--- src/rtl/riscv_ctrl_pkg.sv ---
// Shared definitions for the multicycle RISC-V control unit.
// Holds FSM state encodings, opcodes, ALUOp/ALUControl codes and mux selects.
// Also provides the immediate-format decode, which depends only on the opcode.
package riscv_ctrl_pkg;

    typedef enum logic [3:0] {
        S_FETCH    = 4'd0,
        S_DECODE   = 4'd1,
        S_MEMADR   = 4'd2,
        S_MEMREAD  = 4'd3,
        S_MEMWB    = 4'd4,
        S_MEMWRITE = 4'd5,
        S_EXECR    = 4'd6,
        S_EXECI    = 4'd7,
        S_ALUWB    = 4'd8,
        S_BEQ      = 4'd9,
        S_JAL      = 4'd10
    } state_t;

    localparam logic [6:0] OP_LW  = 7'b0000011;
    localparam logic [6:0] OP_SW  = 7'b0100011;
    localparam logic [6:0] OP_R   = 7'b0110011;
    localparam logic [6:0] OP_I   = 7'b0010011;
    localparam logic [6:0] OP_BEQ = 7'b1100011;
    localparam logic [6:0] OP_JAL = 7'b1101111;

    localparam logic [2:0] ALU_ADD = 3'b000;
    localparam logic [2:0] ALU_SUB = 3'b001;
    localparam logic [2:0] ALU_AND = 3'b010;
    localparam logic [2:0] ALU_OR  = 3'b011;
    localparam logic [2:0] ALU_SLT = 3'b101;

    localparam logic [1:0] ALUOP_ADD   = 2'b00;
    localparam logic [1:0] ALUOP_SUB   = 2'b01;
    localparam logic [1:0] ALUOP_FUNCT = 2'b10;

    localparam logic       ADR_PC     = 1'b0;
    localparam logic       ADR_RESULT = 1'b1;

    localparam logic [1:0] RES_ALUOUT    = 2'b00;
    localparam logic [1:0] RES_DATA      = 2'b01;
    localparam logic [1:0] RES_ALURESULT = 2'b10;

    localparam logic [1:0] SRCA_PC    = 2'b00;
    localparam logic [1:0] SRCA_OLDPC = 2'b01;
    localparam logic [1:0] SRCA_RS1   = 2'b10;

    localparam logic [1:0] SRCB_RS2  = 2'b00;
    localparam logic [1:0] SRCB_IMM  = 2'b01;
    localparam logic [1:0] SRCB_FOUR = 2'b10;

    localparam logic [1:0] IMM_I = 2'b00;
    localparam logic [1:0] IMM_S = 2'b01;
    localparam logic [1:0] IMM_B = 2'b10;
    localparam logic [1:0] IMM_J = 2'b11;

    // Immediate format is a pure function of the opcode, independent of state.
    function automatic logic [1:0] imm_src_of(input logic [6:0] op);
        logic [1:0] sel;
        case (op)
            OP_SW:   sel = IMM_S;
            OP_BEQ:  sel = IMM_B;
            OP_JAL:  sel = IMM_J;
            default: sel = IMM_I;
        endcase
        return sel;
    endfunction

endpackage

--- src/rtl/multicycle_controller_if.sv ---
// Control bundle between the multicycle controller and the datapath.
// master: controller side (drives enables/selects, reads instruction fields and zero).
// slave: datapath side (drives instruction fields and zero, reads controls).
interface multicycle_controller_if;
    logic [6:0] op;
    logic [2:0] funct3;
    logic       funct7b5;
    logic       zero;

    logic       PCWrite;
    logic       AdrSrc;
    logic       MemWrite;
    logic       IRWrite;
    logic [1:0] ResultSrc;
    logic [1:0] ALUSrcA;
    logic [1:0] ALUSrcB;
    logic [1:0] ImmSrc;
    logic       RegWrite;
    logic [2:0] ALUControl;
    logic       illegal_op;

    modport master (
        input  op, funct3, funct7b5, zero,
        output PCWrite, AdrSrc, MemWrite, IRWrite, ResultSrc, ALUSrcA, ALUSrcB,
               ImmSrc, RegWrite, ALUControl, illegal_op
    );

    modport slave (
        output op, funct3, funct7b5, zero,
        input  PCWrite, AdrSrc, MemWrite, IRWrite, ResultSrc, ALUSrcA, ALUSrcB,
               ImmSrc, RegWrite, ALUControl, illegal_op
    );
endinterface

--- src/rtl/alu_decoder.sv ---
// ALU decoder: maps ALUOp plus instruction fields to the 3-bit ALUControl.
// Ports: alu_op, funct3, op5 (opcode bit 5), funct7b5 in; alu_control out.
// Purely combinational, zero latency, no handshake.
module alu_decoder
    import riscv_ctrl_pkg::*;
(
    input  logic [1:0] alu_op,
    input  logic [2:0] funct3,
    input  logic       op5,
    input  logic       funct7b5,
    output logic [2:0] alu_control
);

    always_comb begin
        alu_control = ALU_ADD;
        case (alu_op)
            ALUOP_SUB: alu_control = ALU_SUB;
            ALUOP_FUNCT: begin
                case (funct3)
                    // Only R-type (op5=1) with funct7b5 subtracts; addi never does.
                    3'b000:  alu_control = (op5 & funct7b5) ? ALU_SUB : ALU_ADD;
                    3'b010:  alu_control = ALU_SLT;
                    3'b110:  alu_control = ALU_OR;
                    3'b111:  alu_control = ALU_AND;
                    default: alu_control = ALU_ADD;
                endcase
            end
            default: alu_control = ALU_ADD;
        endcase
    end

endmodule

--- src/rtl/multicycle_controller.sv ---
// Moore control FSM for the multicycle RISC-V datapath (lw/sw/R/I/beq/jal).
// Ports: clk, rst_n (async active-low), ctrl bundle (instruction fields in, controls out).
// One state per cycle; write enables are held low for as long as rst_n is low.
module multicycle_controller
    import riscv_ctrl_pkg::*;
#(
    parameter logic [3:0] RESET_STATE = 4'd0
)(
    input  logic                      clk,
    input  logic                      rst_n,
    multicycle_controller_if.master   ctrl
);

    state_t     state;
    state_t     state_nxt;
    logic       pc_update;
    logic       branch;
    logic       ir_write;
    logic       mem_write;
    logic       reg_write;
    logic       illegal;
    logic [1:0] alu_op;
    logic [2:0] alu_control;

    always_ff @(posedge clk or negedge rst_n) begin
        if (!rst_n) begin
            state <= state_t'(RESET_STATE);
        end else begin
            state <= state_nxt;
        end
    end

    always_comb begin
        state_nxt      = S_FETCH;
        pc_update      = 1'b0;
        branch         = 1'b0;
        ir_write       = 1'b0;
        mem_write      = 1'b0;
        reg_write      = 1'b0;
        illegal        = 1'b0;
        alu_op         = ALUOP_ADD;
        ctrl.AdrSrc    = ADR_PC;
        ctrl.ResultSrc = RES_ALUOUT;
        ctrl.ALUSrcA   = SRCA_PC;
        ctrl.ALUSrcB   = SRCB_RS2;
        case (state)
            S_FETCH: begin
                ir_write       = 1'b1;
                pc_update      = 1'b1;
                ctrl.ALUSrcB   = SRCB_FOUR;
                ctrl.ResultSrc = RES_ALURESULT;
                state_nxt      = S_DECODE;
            end
            S_DECODE: begin
                ctrl.ALUSrcA = SRCA_OLDPC;
                ctrl.ALUSrcB = SRCB_IMM;
                if (ctrl.op == OP_LW || ctrl.op == OP_SW) begin
                    state_nxt = S_MEMADR;
                end else if (ctrl.op == OP_R) begin
                    state_nxt = S_EXECR;
                end else if (ctrl.op == OP_I) begin
                    state_nxt = S_EXECI;
                end else if (ctrl.op == OP_BEQ) begin
                    state_nxt = S_BEQ;
                end else if (ctrl.op == OP_JAL) begin
                    state_nxt = S_JAL;
                end else begin
                    illegal   = 1'b1;
                    state_nxt = S_FETCH;
                end
            end
            S_MEMADR: begin
                ctrl.ALUSrcA = SRCA_RS1;
                ctrl.ALUSrcB = SRCB_IMM;
                state_nxt    = (ctrl.op == OP_LW) ? S_MEMREAD : S_MEMWRITE;
            end
            S_MEMREAD: begin
                ctrl.AdrSrc = ADR_RESULT;
                state_nxt   = S_MEMWB;
            end
            S_MEMWB: begin
                ctrl.ResultSrc = RES_DATA;
                reg_write      = 1'b1;
            end
            S_MEMWRITE: begin
                ctrl.AdrSrc = ADR_RESULT;
                mem_write   = 1'b1;
            end
            S_EXECR: begin
                ctrl.ALUSrcA = SRCA_RS1;
                ctrl.ALUSrcB = SRCB_RS2;
                alu_op       = ALUOP_FUNCT;
                state_nxt    = S_ALUWB;
            end
            S_EXECI: begin
                ctrl.ALUSrcA = SRCA_RS1;
                ctrl.ALUSrcB = SRCB_IMM;
                alu_op       = ALUOP_FUNCT;
                state_nxt    = S_ALUWB;
            end
            S_ALUWB: begin
                reg_write = 1'b1;
            end
            S_BEQ: begin
                ctrl.ALUSrcA = SRCA_RS1;
                ctrl.ALUSrcB = SRCB_RS2;
                alu_op       = ALUOP_SUB;
                branch       = 1'b1;
            end
            S_JAL: begin
                ctrl.ALUSrcA = SRCA_OLDPC;
                ctrl.ALUSrcB = SRCB_FOUR;
                pc_update    = 1'b1;
                state_nxt    = S_ALUWB;
            end
            // Unused encodings fall back to FETCH with every enable low.
            default: state_nxt = S_FETCH;
        endcase
    end

    alu_decoder u_alu_decoder (
        .alu_op      (alu_op),
        .funct3      (ctrl.funct3),
        .op5         (ctrl.op[5]),
        .funct7b5    (ctrl.funct7b5),
        .alu_control (alu_control)
    );

    // The state register already reads FETCH during reset, but FETCH itself
    // asserts PCWrite/IRWrite, so enables are also gated by rst_n directly.
    assign ctrl.PCWrite    = rst_n & (pc_update | (branch & ctrl.zero));
    assign ctrl.IRWrite    = rst_n & ir_write;
    assign ctrl.MemWrite   = rst_n & mem_write;
    assign ctrl.RegWrite   = rst_n & reg_write;
    assign ctrl.illegal_op = rst_n & illegal;
    assign ctrl.ImmSrc     = imm_src_of(ctrl.op);
    assign ctrl.ALUControl = alu_control;

endmodule

--- src/flat_wrapper.sv ---
// flat-port wrapper written by rule: the top's interface ports become plain ports
module multicycle_controller_flat import riscv_ctrl_pkg::*;
#(
    parameter logic [3:0] RESET_STATE = 4'd0
)
  (clk, rst_n, ctrl_op, ctrl_funct3, ctrl_funct7b5, ctrl_zero, ctrl_PCWrite, ctrl_AdrSrc, ctrl_MemWrite, ctrl_IRWrite, ctrl_ResultSrc, ctrl_ALUSrcA, ctrl_ALUSrcB, ctrl_ImmSrc, ctrl_RegWrite, ctrl_ALUControl, ctrl_illegal_op);
  multicycle_controller_if ctrl_i ();
  input  logic clk;
  input  logic rst_n;
  input wire logic [$bits(ctrl_i.op)-1:0] ctrl_op;
  input wire logic [$bits(ctrl_i.funct3)-1:0] ctrl_funct3;
  input wire logic [$bits(ctrl_i.funct7b5)-1:0] ctrl_funct7b5;
  input wire logic [$bits(ctrl_i.zero)-1:0] ctrl_zero;
  output wire logic [$bits(ctrl_i.PCWrite)-1:0] ctrl_PCWrite;
  output wire logic [$bits(ctrl_i.AdrSrc)-1:0] ctrl_AdrSrc;
  output wire logic [$bits(ctrl_i.MemWrite)-1:0] ctrl_MemWrite;
  output wire logic [$bits(ctrl_i.IRWrite)-1:0] ctrl_IRWrite;
  output wire logic [$bits(ctrl_i.ResultSrc)-1:0] ctrl_ResultSrc;
  output wire logic [$bits(ctrl_i.ALUSrcA)-1:0] ctrl_ALUSrcA;
  output wire logic [$bits(ctrl_i.ALUSrcB)-1:0] ctrl_ALUSrcB;
  output wire logic [$bits(ctrl_i.ImmSrc)-1:0] ctrl_ImmSrc;
  output wire logic [$bits(ctrl_i.RegWrite)-1:0] ctrl_RegWrite;
  output wire logic [$bits(ctrl_i.ALUControl)-1:0] ctrl_ALUControl;
  output wire logic [$bits(ctrl_i.illegal_op)-1:0] ctrl_illegal_op;
  assign ctrl_i.op = ctrl_op;
  assign ctrl_i.funct3 = ctrl_funct3;
  assign ctrl_i.funct7b5 = ctrl_funct7b5;
  assign ctrl_i.zero = ctrl_zero;
  assign ctrl_PCWrite = ctrl_i.PCWrite;
  assign ctrl_AdrSrc = ctrl_i.AdrSrc;
  assign ctrl_MemWrite = ctrl_i.MemWrite;
  assign ctrl_IRWrite = ctrl_i.IRWrite;
  assign ctrl_ResultSrc = ctrl_i.ResultSrc;
  assign ctrl_ALUSrcA = ctrl_i.ALUSrcA;
  assign ctrl_ALUSrcB = ctrl_i.ALUSrcB;
  assign ctrl_ImmSrc = ctrl_i.ImmSrc;
  assign ctrl_RegWrite = ctrl_i.RegWrite;
  assign ctrl_ALUControl = ctrl_i.ALUControl;
  assign ctrl_illegal_op = ctrl_i.illegal_op;
  multicycle_controller #(.RESET_STATE(RESET_STATE)) u_core (.clk(clk), .rst_n(rst_n), .ctrl(ctrl_i));
endmodule
--- config.mk ---
export PLATFORM = sky130hd
export DESIGN_NAME = multicycle_controller_flat
export DESIGN_NICKNAME = d
export VERILOG_FILES = /design/src/rtl/riscv_ctrl_pkg.sv /design/src/rtl/multicycle_controller_if.sv /design/src/rtl/alu_decoder.sv /design/src/rtl/multicycle_controller.sv /design/src/flat_wrapper.sv
export SDC_FILE = /design/constraint.sdc
export NUM_CORES = 1
export LEC_CHECK = 0
export BUFFER_PORTS_ARGS = -buffer_cell sky130_fd_sc_hd__buf_2
export CAP_MARGIN = 40
export CORE_MARGIN = 5
export CORE_UTILIZATION = 25
export CTS_CLUSTER_SIZE = 25
export DETAILED_ROUTE_END_ITERATION = 10
export GPL_TIMING_DRIVEN = 1
export PLACE_DENSITY = 0.58
export SYNTH_ARGS = -nofsm -noshare
export SYNTH_HDL_FRONTEND = slang
export SYNTH_SLANG_ARGS = --single-unit
--- constraint.sdc ---
create_clock -name clk -period 1.45 [get_ports clk]
set_clock_uncertainty 0.15 [all_clocks]
set_input_delay 0.0725 -clock clk [delete_from_list [all_inputs] [get_ports clk]]
set_output_delay 0.0725 -clock clk [all_outputs]
set_load 0.05 [all_outputs]
==> results of run 1 <==
==> how the worst max path moves through the flow <==
stage | startpoint | endpoint | slack [ns] | depth (start not counted)
finish | u_core.state[2] | ctrl_ALUControl[0] | -0.36 | 6
floorplan | u_core.state[3] | ctrl_IRWrite | -0.25 | 3
global route | u_core.state[2] | ctrl_ALUControl[0] | -0.43 | 7
detailed placement | u_core.state[1] | ctrl_ALUControl[0] | -0.26 | 6
CTS | u_core.state[1] | ctrl_ALUControl[0] | -0.35 | 6
global placement | u_core.state[3] | ctrl_ALUControl[0] | -0.20 | 7
==> routing by layer <==
metal / GRT usage / vias to the layer above
met5: 0 / -
met4: 0.07767 / 0
met3: 0.01316 / 6
met2: 0.3091 / 27
met1: 0.1767 / 411
li1: - / 416
==> cell usage in the layout (no fill, tap or decap), types with 2 or more instances in the layout <==
cell           netlist  routed
nor2_1               8       4
xnor2_4              0       2
nand2_2              0       3
buf_4                2      17
nor2b_4              0       3
a21oi_4              0       2
inv_1                5       2
buf_8                0       7
dfrtp_1              4       3
dlygate4sd3_1        0       2
ha_4                 0       2
inv_2                0       2
clkbuf_4             0       3
a31oi_4              0       2
a21oi_1              8       3
buf_2                2      15
nor2_4               0       3
buf_6                0      24
and3_4               0       3
and2_1               3       2
a21oi_2              0       3
nor3_4               1       5
nand2_1              5       2
==> cell type report <==
cell class / instances / area, µm²
Multi-Input combinational cell: 66 / 768.2
Fill cell: 153 / 679.4
Timing Repair Buffer: 66 / 625.6
Sequential cell: 4 / 101.3
Tap cell: 28 / 35.03
Clock buffer: 3 / 22.52
Inverter: 5 / 22.52
==> kinds of logic (layout without fill, tap and decap cells) <==
family / count (synthesis) / in the layout / share of synthesized area
xor+xnor: 4 / 4 / 0.05847
fa+ha+maj: 2 / 2 / 0.04175
compound gates: 17 / 17 / 0.1837
flops: 4 / 4 / 0.1670
buf+inv: 9 / 74 / 0.07307
simple gates: 43 / 43 / 0.4760
==> repair_timing <==
| item | CTS | global route |
|---|---|---|
| hold buffers | 2 | 0 |
| setup endpoints to repair | 18 | 19 |
| pin swaps | 16 | 13 |
| gates cloned | 1 | 0 |
| hold endpoints to repair | 5 | 0 |
| buffers inserted | 14 | 6 |
| gates resized for setup | 77 | 17 |
==> where the power goes <==
group	total [mW]	internal [mW]	switching, mW
logic	1.53	0.763	0.770
registers	0.140	0.128	0.0120
clock network	0.140	0.0927	0.0471
total	1.81	0.983	0.830
==> worst register-to-register path, stage by stage, from the launching register on <==
cell,delay (ns)
dfrtp_1,0.38
buf_6,0.14
buf_6,0.13
buf_16,0.13
or3b_4,0.38
a21oi_2,0.13
a31o_1,0.11
==> impl_metrics.csv, run 1 <==
group,metric,value,unit
timing,slew_headroom,0.7790,
status,violations,"setup timing",
critical_path,path_cells,"nor3b_2 -> nand2_2 -> ha_4 -> a31oi_4 -> a21oi_4 -> buf_6",
critical_path,crit_type,"flop to primary output",
synth,synth_top_area_share,0.1670,
clocking,cts_tree,"done",
hold_path,hp-start,"ctrl_op[2]",
critical_path,cp.buffers_inverters,1,
hold_path,min_to,"u_core.state[0]",
timing,holdWs,0.08016,ns
critical_path,worstPathMaxFanout,4,
die,core_area,0.002255,mm²
detailed_routing,drc,0,
timing,maxSlewViolCount,0,
detailed_routing,viasPerCell,5.000,
global_route,grt_max_degree,7,
detailed_routing,wl_met3,117,µm
critical_path,cp.arrival,1.59,ns
cells_and_area,largest_reg_flops,4,
synth,synth_fp_nets,95,
synth,synthFlopType,"dfrtp_1",
timing,tns,-3.812,ns
cells_and_area,n_antenna_cell,0,
detailed_routing,wl_per_cell,16.46,µm
clocking,numCtsBuffers,3,
timing,layout_min_cycle_time,1.812,ns
synth,synth-async-reset-ratio,1.000,
global_route,grt_pass1_wl,4.284,mm
clocking,cts.sinks,4,
critical_path,critPathSlowestCell,"dfrtp_1",
synth,yosysTopAreaCell,"dfrtp_1",
timing,grt_setup_unrepaired,"true",
synth,ys_ff_latch,4,
timing,fin_ws,-0.3619,ns
clocking,clk_latency,0.24,ns
timing,worst_pin_slew,0.3304,ns
cells_and_area,nets,162,
detailed_routing,top_layer,"met4",
clocking,clk_pin_slew,0.04,ns
critical_path,r2r-end,"u_core.state[3]",
critical_path,ff2ff_setup_slack,-0.17,ns
cells_and_area,drive_gt1_frac,0.7986,
cells_and_area,utilization,0.6987,
critical_path,crit_required,1.23,ns
die,num_rows,17,
synth,synth_area_leaders,"dfrtp_1, a21oi_1, nor2_1",
detailed_routing,routed-wl-met2,1.551,mm
placed_design,dp_worst_setup_slack,-0.2642,ns
critical_path,reg2reg_depth,6,
global_route,antenna_found_initial,0,
hold_path,min_path_cells,4,
cells_and_area,final_cells,172,
die,dieWidth,58.96,µm
clocking,cts-root-buf,"clkbuf_4",
detailed_routing,met1Wirelength,1.072,mm
pwr,p_per_area,1151,mW/mm²
pwr,ir_worst_vdd,800.2,µV
placed_design,placed_cells,150,
cells_and_area,syn2layout_area_growth,162.8,%
die,dieArea,0.003476,mm²
synth,ys_types,34,
clocking,clockBufferDepth,2,
synth,synth_area_per_cell,7.586,µm²
timing,clock.fmax,551.9,MHz
synth,synth_common_cells,"a21oi_1, nor2_1, inv_1, nand2_1",
synth,seq_area_frac_synth,0.1670,
timing,finalSetupViolCount,17,
synth,synth_edf_count,0,
placed_design,place.gp.congestion,0.8043,
critical_path,r2r-start,"u_core.state[0]",
placed_design,dpl-instance-area,0.001006,mm²
synth,synth_warnings,0,
cells_and_area,top_register,"u_core.state",
pwr,leakage,0.6747,nW
detailed_routing,wirelength,2.831,mm
die,start_util,0.2658,
timing,period_share,1.250,
synth,synth_area,599.3,µm²
pwr,power,1.813,mW
critical_path,end_kind,"primary output",
critical_path,slowest_delay,0.39,ns
synth,syn_inst,79,
critical_path,crit_family,"flip-flops",
die,die_y,58.96,µm
critical_path,startpoint_type,"flop",
placed_design,portBuffers,30,
global_route,gr-total-overflow,0,
detailed_routing,initialDrtViolationCount,16,
timing,hold_violations,0,
global_route,grt_pass1_vias,917,
status,status,"finished, violations left",
detailed_routing,vias,860,
detailed_routing,drtAntennaViolNets,0,
detailed_routing,drt_first_pass_iters,4,
placed_design,dpl.hpwl,1.700,mm
clocking,h-tree-depth,1,
cells_and_area,final_cell_area,0.001575,mm²
hold_path,hold_class,"input pin to flop",
global_route,grtUsageTotal,0.1622,
cells_and_area,reg.largest.list,"u_core.state (4)",
die,pin_count,31,
job,max_cap_viol_count,0,
Power figures use the tool's default switching activity.
==> inputs of run 2 (changes only) <==
--- a/config.mk
+++ b/config.mk
@@ -7,7 +7,7 @@
 export LEC_CHECK = 0
 export BUFFER_PORTS_ARGS = -buffer_cell sky130_fd_sc_hd__buf_2
 export CAP_MARGIN = 40
-export CORE_MARGIN = 5
+export CORE_MARGIN = 1.5
 export CORE_UTILIZATION = 25
 export CTS_CLUSTER_SIZE = 25
 export DETAILED_ROUTE_END_ITERATION = 10
==> run 2 against run 1 <==
The run still ends with setup timing left. Cell count is 2.3% lower. Count of clock-buffer cells in the layout unchanged. Register-to-register slack gained 0.02 ns. Die area down 22%. Critical endpoint unchanged. Design area fell by 10%. Setup slack lost 0.053 ns. Sequential share of layout area rose by 0.74 points. Global-route usage increased by 2.2 points. Critical path type unchanged. Core utilization fell by 6.6 points. Worst hold slack lost 0.044 ns.
==> impl_metrics.csv, run 2 (same netlist as run 1, synthesis figures left out) <==
group,metric,value,unit
status,status,"finished, violations left",
status,violations,"setup timing",
die,core_area,0.002233,mm²
clocking,cts-root-buf,"clkbuf_4",
global_route,grt_pass1_vias,841,
pwr,p_sw,0.7646,mW
timing,hold_violations,0,
die,dieArea,0.002700,mm²
placed_design,portBuffers,30,
hold_path,min_path_cells,3,
detailed_routing,drt_first_pass_iters,4,
cells_and_area,multiInputGateArea,701.9,µm²
pwr,leakage,0.6439,nW
clocking,clk_pin_slew,0.04,ns
cells_and_area,top_register,"u_core.state",
cells_and_area,layout_commonest_cell,"buf_4",
clocking,numCtsBuffers,3,
detailed_routing,viasPerCell,5.125,
timing,slew_headroom,0.8173,
detailed_routing,drtAntennaViolNets,0,
die,pin_count,31,
die,num_rows,17,
global_route,grtUsageTotal,0.1846,
detailed_routing,wl_per_cell,13.79,µm
timing,layout_min_cycle_time,1.865,ns
hold_path,hp-start,"ctrl_op[4]",
critical_path,crit_type,"flop to primary output",
cells_and_area,utilization,0.6325,
placed_design,dpl-instance-area,998.5,µm²
cells_and_area,seq_area,101.3,µm²
die,dieWidth,51.96,µm
clocking,cts_tree,"done",
critical_path,end_kind,"primary output",
detailed_routing,initialDrtViolationCount,11,
critical_path,crit_required,1.23,ns
timing,clock.fmax,536.1,MHz
pwr,p_int,0.7919,mW
die,die_y,51.96,µm
timing,maxSlewViolCount,0,
detailed_routing,wirelength,2.317,mm
cells_and_area,reg.largest.list,"u_core.state (4)",
timing,fin_ws,-0.4153,ns
cells_and_area,nets,158,
timing,holdWs,0.03604,ns
global_route,antenna_found_initial,0,
pwr,swShare,0.4912,
detailed_routing,drc,0,
clocking,cts.sinks,4,
clocking,clk_latency,0.24,ns
critical_path,worstPathMaxFanout,3,
pwr,combPwrFrac,0.818,
placed_design,place.gp.congestion,0.8390,
die,start_util,0.2683,
pwr,p_per_area,1102,mW/mm²
critical_path,ff2ff_setup_slack,-0.15,ns
pwr,pwr-share-clk,0.091,
cells_and_area,largest_reg_flops,4,
cells_and_area,final_cell_mix,"buf_4, buf_6, buf_2",
job,max_cap_viol_count,0,
timing,finalSetupViolCount,18,
detailed_routing,vias,861,
cells_and_area,fillCellCount,172,
cells_and_area,drive_gt1_frac,0.7571,
timing,worst_pin_slew,0.2732,ns
cells_and_area,n_antenna_cell,0,
pwr,seq_power_share,0.092,
critical_path,r2r-start,"u_core.state[2]",
placed_design,dpl.hpwl,1.462,mm
global_route,grt_max_degree,10,
cells_and_area,final_cell_area,0.001413,mm²
clocking,h-tree-depth,1,
critical_path,startpoint_type,"flop",
clocking,clockBufferDepth,2,
pwr,ir_worst_vdd,998.5,µV
global_route,grt_pass1_wl,3.698,mm
critical_path,cp.arrival,1.64,ns
hold_path,min_to,"u_core.state[2]",
timing,period_share,1.286,
timing,grt_setup_unrepaired,"true",
timing,tns,-4.607,ns
hold_path,hold_class,"input pin to flop",
critical_path,r2r-end,"u_core.state[1]",
global_route,gr-total-overflow,0,
cells_and_area,syn2layout_area_growth,135.7,%
critical_path,reg2reg_depth,4,
==> run 2: cell types whose count changed in the layout (fill, tap and decap cells not counted), sizes merged <==
cell	delta
buf	-4
clkinvlp	-1
inv	+1
==> run 2: cell type report <==
class,instances,area share
multi-input combinational,66,0.4969
timing repair buffer,62,0.3738
sequential,4,0.07175
tap,28,0.02480
inverter,5,0.01683
clock buffer,3,0.01594
==> run 2: power by group through the flow <==
stage	sequential [mW]	clock [mW]	combinational, mW
after detailed placement	0.138	0	0.868
after global routing	0.145	0.155	1.34
after global placement	0.139	0	0.863
final	0.143	0.141	1.27
after floorplan	0.145	0	0.640
after CTS	0.141	0.146	1.17
==> run 2: worst max-delay path by stage <==
stage,start,end,depth (start not counted)
finish,u_core.state[2],ctrl_ALUControl[0],6
global route,u_core.state[2],ctrl_ALUControl[0],6
CTS,u_core.state[1],ctrl_ALUControl[0],6
detailed placement,u_core.state[2],ctrl_ALUControl[0],6
global placement,u_core.state[1],ctrl_ALUControl[0],6
floorplan,u_core.state[3],ctrl_IRWrite,3
==> run 2: per-stage QoR <==
step	cells	setup slack (ns)	power, mW
finish	168	-0.4153	1.556
global route	168	-0.4846	1.635
CTS	165	-0.3492	1.453
detailed placement	149	-0.2606	1.005
global placement	149	-0.1922	1.002
floorplan	79	-0.2478	0.7848
==> run 2: per-layer routing <==
| layer | track usage | up-vias | wire [µm] |
|---|---|---|---|
| li1 | - | 409 | - |
| met4 | 0.1009 | 0 | 61 |
| met5 | 0 | - | 0 |
| met1 | 0.2261 | 419 | 920 |
| met3 | 0.03448 | 8 | 87 |
| met2 | 0.3017 | 25 | 1249 |
==> run 2: repair_timing <==
action                                  4_1_cts  5_1_grt
pin swaps                                    10       14
endpoints found under the hold margin         5        0
gates resized for setup                      51       22
hold buffers                                  2        0
cloned                                        1        0
endpoints found under the setup margin       18       18
setup buffers                                11        7
==> run 2: critical path, cell delays in order, from the launching register on <==
cell	delay (ns)
dfrtp_1	0.41
nor3b_2	0.26
nand2_2	0.14
inv_2	0.10
ha_4	0.21
a21oi_4	0.11
buf_6	0.17
